--- src/rtl/rf_dump_pkg.sv ---
// Shared register-file definitions for the dump engine: geometry defaults
// and the dump FSM state encoding.
package rf_dump_pkg;

  localparam int RF_AW = 3;
  localparam int RF_DW = 8;

  typedef enum logic [1:0] {
    ST_IDLE  = 2'd0,
    ST_FETCH = 2'd1,
    ST_SEND  = 2'd2,
    ST_FIN   = 2'd3
  } dump_state_t;

endpackage

--- src/rtl/rf_dump.sv ---
// Sequential register-file dump engine: reads count entries starting at
// start_addr (wrapping), presenting each on a valid/ready output port.
module rf_dump
  import rf_dump_pkg::*;
#(
  parameter int AW = RF_AW,
  parameter int DW = RF_DW
) (
  input  logic          clk,
  input  logic          rst,
  input  logic          start,
  input  logic [AW-1:0] start_addr,
  input  logic [AW:0]   count,
  input  logic          abort,
  output logic [AW-1:0] rf_addr,
  input  logic [DW-1:0] rf_dout,
  output logic [DW-1:0] out_data,
  output logic [AW-1:0] out_idx,
  output logic          out_valid,
  input  logic          out_ready,
  output logic          busy,
  output logic          done
);

  dump_state_t   state_q, state_d;
  logic [AW-1:0] cur_addr_q, cur_addr_d;
  logic [AW:0]   remaining_q, remaining_d;
  logic [DW-1:0] out_data_q, out_data_d;
  logic [AW-1:0] out_idx_q, out_idx_d;
  logic          out_valid_q;
  logic          busy_q;
  logic          done_q;

  // Next-state logic; abort wins over a simultaneous SEND handshake.
  always_comb begin
    state_d     = state_q;
    cur_addr_d  = cur_addr_q;
    remaining_d = remaining_q;
    out_data_d  = out_data_q;
    out_idx_d   = out_idx_q;
    case (state_q)
      ST_IDLE: begin
        if (start) begin
          if (count != '0) begin
            cur_addr_d  = start_addr;
            remaining_d = count;
            state_d     = ST_FETCH;
          end else begin
            state_d = ST_FIN;
          end
        end else begin
          state_d = ST_IDLE;
        end
      end
      ST_FETCH: begin
        if (abort) begin
          state_d = ST_IDLE;
        end else begin
          out_data_d = rf_dout;
          out_idx_d  = cur_addr_q;
          state_d    = ST_SEND;
        end
      end
      ST_SEND: begin
        if (abort) begin
          state_d = ST_IDLE;
        end else if (out_ready) begin
          if (remaining_q == (AW+1)'(1)) begin
            state_d = ST_FIN;
          end else begin
            cur_addr_d  = cur_addr_q + AW'(1);
            remaining_d = remaining_q - (AW+1)'(1);
            state_d     = ST_FETCH;
          end
        end else begin
          state_d = ST_SEND;
        end
      end
      ST_FIN: begin
        state_d = ST_IDLE;
      end
      default: begin
        state_d = ST_IDLE;
      end
    endcase
  end

  // State and output registers; status flags are decoded from the next state
  // so they line up with the state they describe.
  always_ff @(posedge clk or posedge rst) begin
    if (rst) begin
      state_q     <= ST_IDLE;
      cur_addr_q  <= '0;
      remaining_q <= '0;
      out_data_q  <= '0;
      out_idx_q   <= '0;
      out_valid_q <= 1'b0;
      busy_q      <= 1'b0;
      done_q      <= 1'b0;
    end else begin
      state_q     <= state_d;
      cur_addr_q  <= cur_addr_d;
      remaining_q <= remaining_d;
      out_data_q  <= out_data_d;
      out_idx_q   <= out_idx_d;
      out_valid_q <= (state_d == ST_SEND);
      busy_q      <= (state_d != ST_IDLE);
      done_q      <= (state_d == ST_FIN);
    end
  end

  assign rf_addr   = cur_addr_q;
  assign out_data  = out_data_q;
  assign out_idx   = out_idx_q;
  assign out_valid = out_valid_q;
  assign busy      = busy_q;
  assign done      = done_q;

endmodule

--- config.mk ---
export PLATFORM = sky130hd
export DESIGN_NAME = rf_dump
export DESIGN_NICKNAME = d
export VERILOG_FILES = /design/src/rtl/rf_dump_pkg.sv /design/src/rtl/rf_dump.sv
export SDC_FILE = /design/constraint.sdc
export NUM_CORES = 1
export LEC_CHECK = 0
export CORE_ASPECT_RATIO = 0.5
export CORE_UTILIZATION = 40
export DETAILED_ROUTE_END_ITERATION = 7
export PLACE_DENSITY = 0.71
export REMOVE_ABC_BUFFERS = 1
export SYNTH_ARGS = -nofsm -noshare
export SYNTH_HDL_FRONTEND = slang
export SYNTH_SLANG_ARGS = --single-unit
--- constraint.sdc ---
create_clock -name clk -period 3.6 [get_ports clk]
set_input_delay 0.72 -clock clk [delete_from_list [all_inputs] [get_ports clk]]
set_output_delay 0.72 -clock clk [all_outputs]
set_load 0.01 [all_outputs]
==> results.toml, run 1 <==
[yosys]
seq_area_frac_synth_pct = 52.0
synth_top_area_cell = "dfrtp_1"
yosysMostFrequentCell = "dfrtp_1"
netlist_top_cells_count = "dfrtp_1, mux2_2, inv_1"
ys_seq_elements = 23
syn_area_sq_mm = 0.00111
synth_cell_types = 31
synthFlopType = "dfrtp_1"
synth_area_leaders = "dfrtp_1, mux2_2, ha_1, mux2i_1, inv_1"
yosysWarningCount = 0
synthArstFlopShare_pct = 100
syn_inst = 96
synth_top_cell_area_share_pct = 52.0
synth_edf_count = 0
avgSynthCellArea_sq_um = 11.5

[clock_tree]
clock_latency_ps = 260
hold_buffers = 0
cts_buffers = 3
cts-root-buf = "clkbuf_8"
clock_path_buffers = 2
clock-sinks = 23
h-tree-depth = 1
cts_setup_buffers = 0
ctsResizeCount = 0
clk_pin_slew_ps = 80
tritoncts = "yes"

[floorplan]
initial_core_util_pct = 42.5
ios = 37
fp.dieW_um = 76.4
core_area_sq_mm = 0.00260
fp.dieH_um = 39.2
rows = 13
die-area_sq_mm = 0.00300

[sta]
maxSlewViolCount = 0
period_minus_slack_ps = 2150
worst_slack_ps = 1450
setup_viol = 0
skew_ps = 4.48
rsz0062_at_grt = "no"
fin_crit_sh_pct = 59.7
finalSetupTns_ps = 0
max_slew_margin_pct = 43.0
fmax_ghz = 0.466
tightestPinTransition_ps = 854
finalHoldViolCount = 0

[global_route]
grt_first_pass_wirelength_mm = 3.31
antenna_found_initial = 0
grt_pass1_vias = 735
grt_overflow = 0
grt_usage_pct = 15.0
grt_max_degree = 24

[flow_run]
drv_cap = 0

[layout]
syn2layout_area_growth_pct = 39.4
nNetsFinal = 157
design_area_sq_mm = 0.00154
regArea_sq_um = 576
drive_above_1_share_pct = 14.3
multi_input_area_sq_um = 485
fillerInstances = 217
diodes = 0

[worst_setup_path]
critPathBufInv = 1
start_kind = "input port"
critPathRequiredTime_ps = 3750
slowest_stage = "clkdlybuf4s50_1"
crit_path_max_fanout = 15
cp_cell_sequence = "clkdlybuf4s50_1, or3b_4, o22ai_4, a21boi_0, mux2i_1"
worst-setup-path-type = "in -> reg"
crit_family = "compound AO/OA/AOI/OAI gates"
worst_path_largest_cell_delay_ps = 500
cp.arrival_ps = 2300
endpoint_kind = "register"

[power]
pwr-share-comb_pct = 43.6
pwr-share-seq_pct = 41.7
total_power_mw = 1.07
irDropWorstVdd_mv = 0.276
power_density_mw_per_mm2 = 695
p_sw_share_pct = 32.2
power.internal_mw = 0.727
p_switching_mw = 0.346
power.leakage_nw = 0.643
clockPowerShare_pct = 14.7

[routing]
drtIter0Drc = 41
route.final.wire_length_mm = 2.06
first_pass_iters = 6
post_drt_wl_per_cell_um = 12.1
vias = 825
via_per_inst = 4.85
remaining_drc_errors = 0
ant_nets = 0

[placement]
port-buffer-count = 36
placed_area_sq_mm = 0.00150
gp_congestion = 0.831
dp_hpwl_mm = 1.57
dp_worst_setup_slack_ps = 1140

[status]
outcome = "finished, final reports clean"

[worst_hold_path]
hold_class = "reg -> reg"
[final timing paths]
path                                  end  slack, ps  depth (start not counted)        start
max                            rf_addr[0]       1450                          5        start
min                           out_data[1]        510                          1  out_data[1]
max reg2reg                   out_data[6]       1780                          2   state_q[1]
min reg2reg                   out_data[1]        510                          1  out_data[1]
max in group asynchronous  remaining_q[2]       2150                          2          rst
min in group asynchronous      rf_addr[0]        930                          2          rst
[power by group through the flow]
stage | Sequential (mW) | Clock (mW) | Combinational [mW]
global route | 0.465 | 0.179 | 0.511
global placement | 0.449 | 0 | 0.464
finish | 0.448 | 0.157 | 0.468
floorplan | 0.483 | 0 | 0.199
CTS | 0.448 | 0.165 | 0.475
detailed placement | 0.454 | 0 | 0.473
[cells in the final DEF, fill, tap and decap left out, types with 3 or more instances in the layout]
cell type        instances
or3_1                    3
o21ai_0                  3
nand2_1                  6
inv_1                    8
clkdlybuf4s50_1         36
nor2b_1                  4
a21oi_1                  3
ha_1                     3
clkbuf_8                 3
nor2_1                   3
mux2i_1                  3
dfrtp_1                 23
mux2_2                  11
nand2b_1                 3
[layer usage]
layer	vias up	share of wire (%)	track usage [%]
li1	412	-	-
met1	394	47	18.7
met2	16	49	25.0
met3	3	4.1	4.71
met4	0	0.44	5.29
met5	-	0	0
[state kept, by name (all words and copies together), names as in the netlist]
signal	flops
out_valid	1
remaining_q	4
busy	1
rf_addr	3
done	1
out_data	8
out_idx	3
state_q	2
[stage by stage]
stage	utilization, %	hold slack [ps]	std cells
after floorplan	-	504	93
after global placement	57.5	488	166
after detailed placement	57.5	495	166
after CTS	59.3	513	170
after global routing	59.3	530	170
final	59.3	508	170
[kinds of logic (layout without fill, tap and decap cells)]
kind of cell	after synthesis	count (layout)	share of synthesized area [%]
AOI/OAI and AO/OA	15	15	9.94
adders and majority gates	3	3	3.39
buffers and inverters	11	48	4.63
DFF	23	23	52.0
muxes	14	14	13.9
and+or+nand+nor	30	30	16.2
[area by class of cell]
type | instances | area share [%]
clock inverter | 1 | 0.324
clock buffer | 3 | 2.67
multi-input combinational | 62 | 31.4
inverter | 8 | 1.94
sequential | 23 | 37.3
timing repair buffer | 36 | 23.3
tap | 37 | 3.00
Power figures use the tool's default switching activity.
==> run 2: changes to the inputs <==
--- a/config.mk
+++ b/config.mk
@@ -8,7 +8,7 @@
 export CORE_ASPECT_RATIO = 0.5
 export CORE_UTILIZATION = 40
 export DETAILED_ROUTE_END_ITERATION = 7
-export PLACE_DENSITY = 0.71
+export PLACE_DENSITY = 0.74
 export REMOVE_ABC_BUFFERS = 1
 export SYNTH_ARGS = -nofsm -noshare
 export SYNTH_HDL_FRONTEND = slang
==> constraint.sdc (replaced) <==
create_clock -name clk -period 1.9 [get_ports clk]
set_input_delay 0.38 -clock clk [delete_from_list [all_inputs] [get_ports clk]]
set_output_delay 0.38 -clock clk [all_outputs]
set_load 0.01 [all_outputs]
==> run 2 against run 1 <==
Against the previous run:
- clock power rose by 98%
- die area unchanged
- utilization up 2.7 points
- sequential cell count is the same
- routed wire length increased by 9.9%
- hold slack worse by 65 ps
- first-iteration DRC count is the same
- power is 95% higher
- cell count increased by 5.9%
- setup slack lost 1300 ps
- largest cell class unchanged
- highest routed layer unchanged
==> results.toml, run 2 (same netlist as run 1, synthesis figures left out) <==
[power]
irDropWorstVdd_mv = 0.720
power_density_mw_per_mm2 = 1300
total_power_mw = 2.10
power.leakage_nw = 0.693

[worst_setup_path]
slowest_stage = "clkdlybuf4s50_1"
cp_cell_sequence = "clkdlybuf4s50_1, or3b_4, o22ai_4, buf_4, nor2_1, a21oi_1"
crit_path_max_fanout = 12
worst_path_largest_cell_delay_ps = 480
endpoint_kind = "register"
critPathRequiredTime_ps = 2100
cp.arrival_ps = 1920
worst-setup-path-type = "in -> reg"
start_kind = "input port"

[placement]
dp_worst_setup_slack_ps = -106
dp_hpwl_mm = 1.69
dpl.cell_count = 176
gp_congestion = 0.768
port-buffer-count = 36

[floorplan]
fp.dieW_um = 76.4
die-area_sq_mm = 0.00300
fp.dieH_um = 39.2
rows = 13
initial_core_util_pct = 42.5
core_area_sq_mm = 0.00260
ios = 37

[global_route]
antenna_found_initial = 0
grt_use_met1_pct = 20.1
grtUsageMet3_pct = 4.94
grt_first_pass_wirelength_mm = 3.75
grt_pass1_vias = 824
grtUsageMet2_pct = 31.3
top_usage_layer = "met2"
grt_max_degree = 24
grt_usage_pct = 17.1
grt_overflow = 0

[clock_tree]
hold_buffers = 0
cts-root-buf = "clkbuf_8"
clk_pin_slew_ps = 80
clock-sinks = 23
tritoncts = "yes"
clock_latency_ps = 270
clock_path_buffers = 2
h-tree-depth = 1
cts_buffers = 3
cts_setup_buffers = 0
ctsResizeCount = 0

[sta]
setup_viol = 0
maxSlewViolCount = 0
finalHoldViolCount = 0
rsz0062_at_grt = "no"
period_minus_slack_ps = 1720
max_slew_margin_pct = 75.4
tightestPinTransition_ps = 369
fmax_ghz = 0.581
fin_crit_sh_pct = 90.6
skew_ps = 2.61
worst_slack_ps = 178

[worst_hold_path]
hold_class = "in -> async"

[layout]
fillerInstances = 234
syn2layout_area_growth_pct = 45.8
final_cells = 180
layout_common_cells = "clkdlybuf4s50_1, dfrtp_1, mux2_2"
final_common_cell = "clkdlybuf4s50_1"
drive_above_1_share_pct = 19.6
largest_reg_flops = 8
nNetsFinal = 167
diodes = 0

[routing]
remaining_drc_errors = 0
first_pass_iters = 4
drtIter0Drc = 41
vias = 880
ant_nets = 0
via_per_inst = 4.89
route.final.wire_length_mm = 2.27
post_drt_wl_per_cell_um = 12.6

[status]
outcome = "finished, final reports clean"

[flow_run]
drv_cap = 0
-- run 2: cell types whose count changed in the layout (fill, tap and decap cells not counted) --
cell	before	now
nor3_2	1	0
buf_4	0	10
nor3_1	1	2
-- run 2: final timing paths --
path / startpoint / end / slack (ps) / cells after the start
worst max-delay path: start / rf_addr[1] / 180 / 6
worst min-delay path: rst / out_data[1] / 440 / 3
worst max register to register: remaining_q[0] / rf_addr[1] / 300 / 7
worst min register to register: out_idx[1] / out_idx[1] / 510 / 1
max in group asynchronous: rst / remaining_q[3] / 1220 / 3
min in group clk: out_idx[1] / out_idx[1] / 510 / 1
-- run 2: critical path, delay by kind of cell --
kind / cells / cell delay, ps
buffers and inverters: 2 / 670
AND/OR/NAND/NOR: 2 / 430
AO/OA/AOI/OAI: 2 / 440
-- run 2: per-layer routing --
layer	vias to the layer above	part of all wire, %
li1	433	-
met1	432	46
met2	11	49
met3	4	3.3
met4	0	1.6
met5	-	0
-- run 2: per-stage QoR --
step / hold slack [ps] / utilization (%) / setup TNS (ps) / instance area, sq um
2_1_floorplan: 382 / - / 0 / 1090
3_5_place_dp: 499 / 60.2 / -342 / 1570
5_1_grt: 519 / 62.0 / 0 / 1610
4_1_cts: 453 / 62.0 / 0 / 1610
6_report: 442 / 62.0 / 0 / 1610
3_3_place_gp: 489 / 60.2 / -214 / 1570
-- run 2: area by class of cell --
cell class / instances / area, sq um / area share [%]
sequential: 23 / 576 / 35.7
multi-input combinational: 62 / 480 / 29.8
timing repair buffer: 46 / 435 / 27.0
tap: 37 / 46.3 / 2.87
clock buffer: 3 / 41.3 / 2.56
inverter: 8 / 30.0 / 1.86
clock inverter: 1 / 5.00 / 0.310
-- run 2: where the power goes --
part | switching, mW | leakage (nW) | internal (mW)
clock network | 0.164 | 0.0255 | 0.147
registers | 0.141 | 0.274 | 0.699
logic | 0.377 | 0.393 | 0.568
total | 0.682 | 0.693 | 1.41
==> variant (config.mk and constraints of run 2) <==
Set the package constant `RF_DW` to 10 (it was 8).
--- a/src/rtl/rf_dump_pkg.sv
+++ b/src/rtl/rf_dump_pkg.sv
@@ -5,3 +5,3 @@
   localparam int RF_AW = 3;
-  localparam int RF_DW = 8;
+  localparam int RF_DW = 10;
 
Ports: changed (resized out_data and rf_dout); port bits go from 37 to 41. No check against the original RTL was run, so the function may have changed too.
==> variant against run 2 <==
Combinational power fell by 7.6%; global-route usage fell by 1.8 points; sequential cell count rose by 2; count of clock-buffer cells in the layout rose by 1; setup slack improved by 0.10 ns; largest cell class unchanged; first-iteration DRC count fell by 37%; die area rose by 7.0%; synthesized area rose by 7.3%; critical path type is now register to primary output; final area rose by 5.8%; total power fell by 1.5%; wire length fell by 4.8%; sequential power rose by 6.3%.
==> variant: results (changes against run 2) <==
[critical_path]
rr_startpoint=remaining_q[1]$_DFFE_PP0P_
critPathArrivalTime_ns=1.24  ; -0.68 ns
reg2regPathDepth=6  ; -1
path_max_fanout=5  ; -7
cpPeakStageDelay_ns=0.56  ; +0.08 ns
critPathLaunch=rf_addr[0]$_DFFE_PP0P_
critPathCapture=rf_addr[0]
reg2reg_slack_ns=0.30  ; about the same
timing.rr.end=remaining_q[3]$_DFFE_PP0P_

[synthesis]
synth_xor_area_share_pct=0  ; unchanged
yosysUniqueCellTypes=32  ; +3.2%
synth_area_leaders=dfrtp_1 (53%), mux2_1 (12%), mux2i_1 (3.4%)
synth-compound-area-share_pct=9.47  ; -0.47 points
synthCells=97  ; +1.0%
yosys.area_share.adder_pct=3.16  ; -0.23 points
synthFlopType=dfrtp_1
ys_seq_area_share_pct=52.6  ; +0.65 points
synthMuxAreaShare_pct=15.7  ; +1.8 points
ys_top_cells_by_count=dfrtp_1 (25), mux2_1 (13), inv_1 (6), o21ai_1 (6)

[pwr]
p_leak_nw=0.739  ; +6.7%
cellPowerDensity_mw_per_mm2=1210  ; -6.9%
pg_seq_mw=0.893  ; +6.3%
combPwrFrac_pct=42.2  ; -2.9 points
peakVddDrop_mv=0.553  ; -23%
sw_frac_of_total_pct=31.0  ; -1.5 points

[detailed_routing]
vias_per_cell=4.77  ; -2.5%
vias=858  ; -2.5%
firstDrtPassIters=4  ; unchanged
drtIter0Drc=26  ; -37%
wl_per_cell_um=12.0  ; -4.8%

[placed_design]
dpl_cell_area_sq_mm=0.00166  ; +6.1%
dp_worst_setup_slack_ns=0.0122  ; +0.118 ns
hpwlAfterDp_mm=1.69  ; +0.26%
place.port_buffers=40  ; +11%
place.gp.congestion=0.789  ; +2.8%

[global_route]
first_global_vias=804  ; -2.4%
grt_max_degree=26  ; +8.3%
grtUsageTotal_pct=15.3  ; -1.8 points
grt_first_pass_wirelength_mm=3.53  ; -5.7%
grt_antenna_before_repair=0  ; unchanged

[clocking]
cts_root_buf=clkbuf_8
numCtsBuffers=3  ; unchanged
clkLatencyLatePin_ns=0.26
cts_setup_buffers=0  ; unchanged

[finish]
largest_register_ffs=10  ; +2
fin_nets=169  ; +1.2%
drive_gt1_share_pct=11.2  ; -8.4 points
fill_cells=221  ; -5.6%

[timing]
hold_ws_ns=0.462  ; +0.0191 ns
worst_slew_pin_slew_ns=0.306  ; -0.0629 ns
finalClockSkew_ns=0.00267  ; +0.0000527 ns
finalCriticalPeriod_ns=1.62  ; -0.104 ns

[run_status]
status=finished, final reports clean

[variant: worst reg2reg max path: stages (launching register included)]
cell	delay [ns]
dfrtp_1	0.38
inv_1	0.10
ha_1	0.14
nor3b_2	0.26
o32a_4	0.29
o21ai_0	0.10
a211o_1	0.23
[variant: area by class of cell]
| cell class | count | area (sq um) | share of cell area, % |
|---|---|---|---|
| Sequential cell | 25 | 626 | 36.6 |
| Multi-Input combinational cell | 61 | 510 | 29.9 |
| Clock buffer | 4 | 45.0 | 2.64 |
| Inverter | 8 | 30.0 | 1.76 |
| Tap cell | 37 | 46.3 | 2.71 |
| Timing Repair Buffer | 45 | 450 | 26.4 |
[variant: routing by layer]
metal	global-route usage, %	wire (um)
met5	0	0
met4	4.55	0
met3	4.55	126
met2	28.0	1030
met1	18.2	1000
[variant: kinds of logic after synthesis]
kind of cell    Yosys count
mux                      17
simple gates             25
fa+ha+maj                 3
compound gates           16
flops                    25
buf+inv                  11
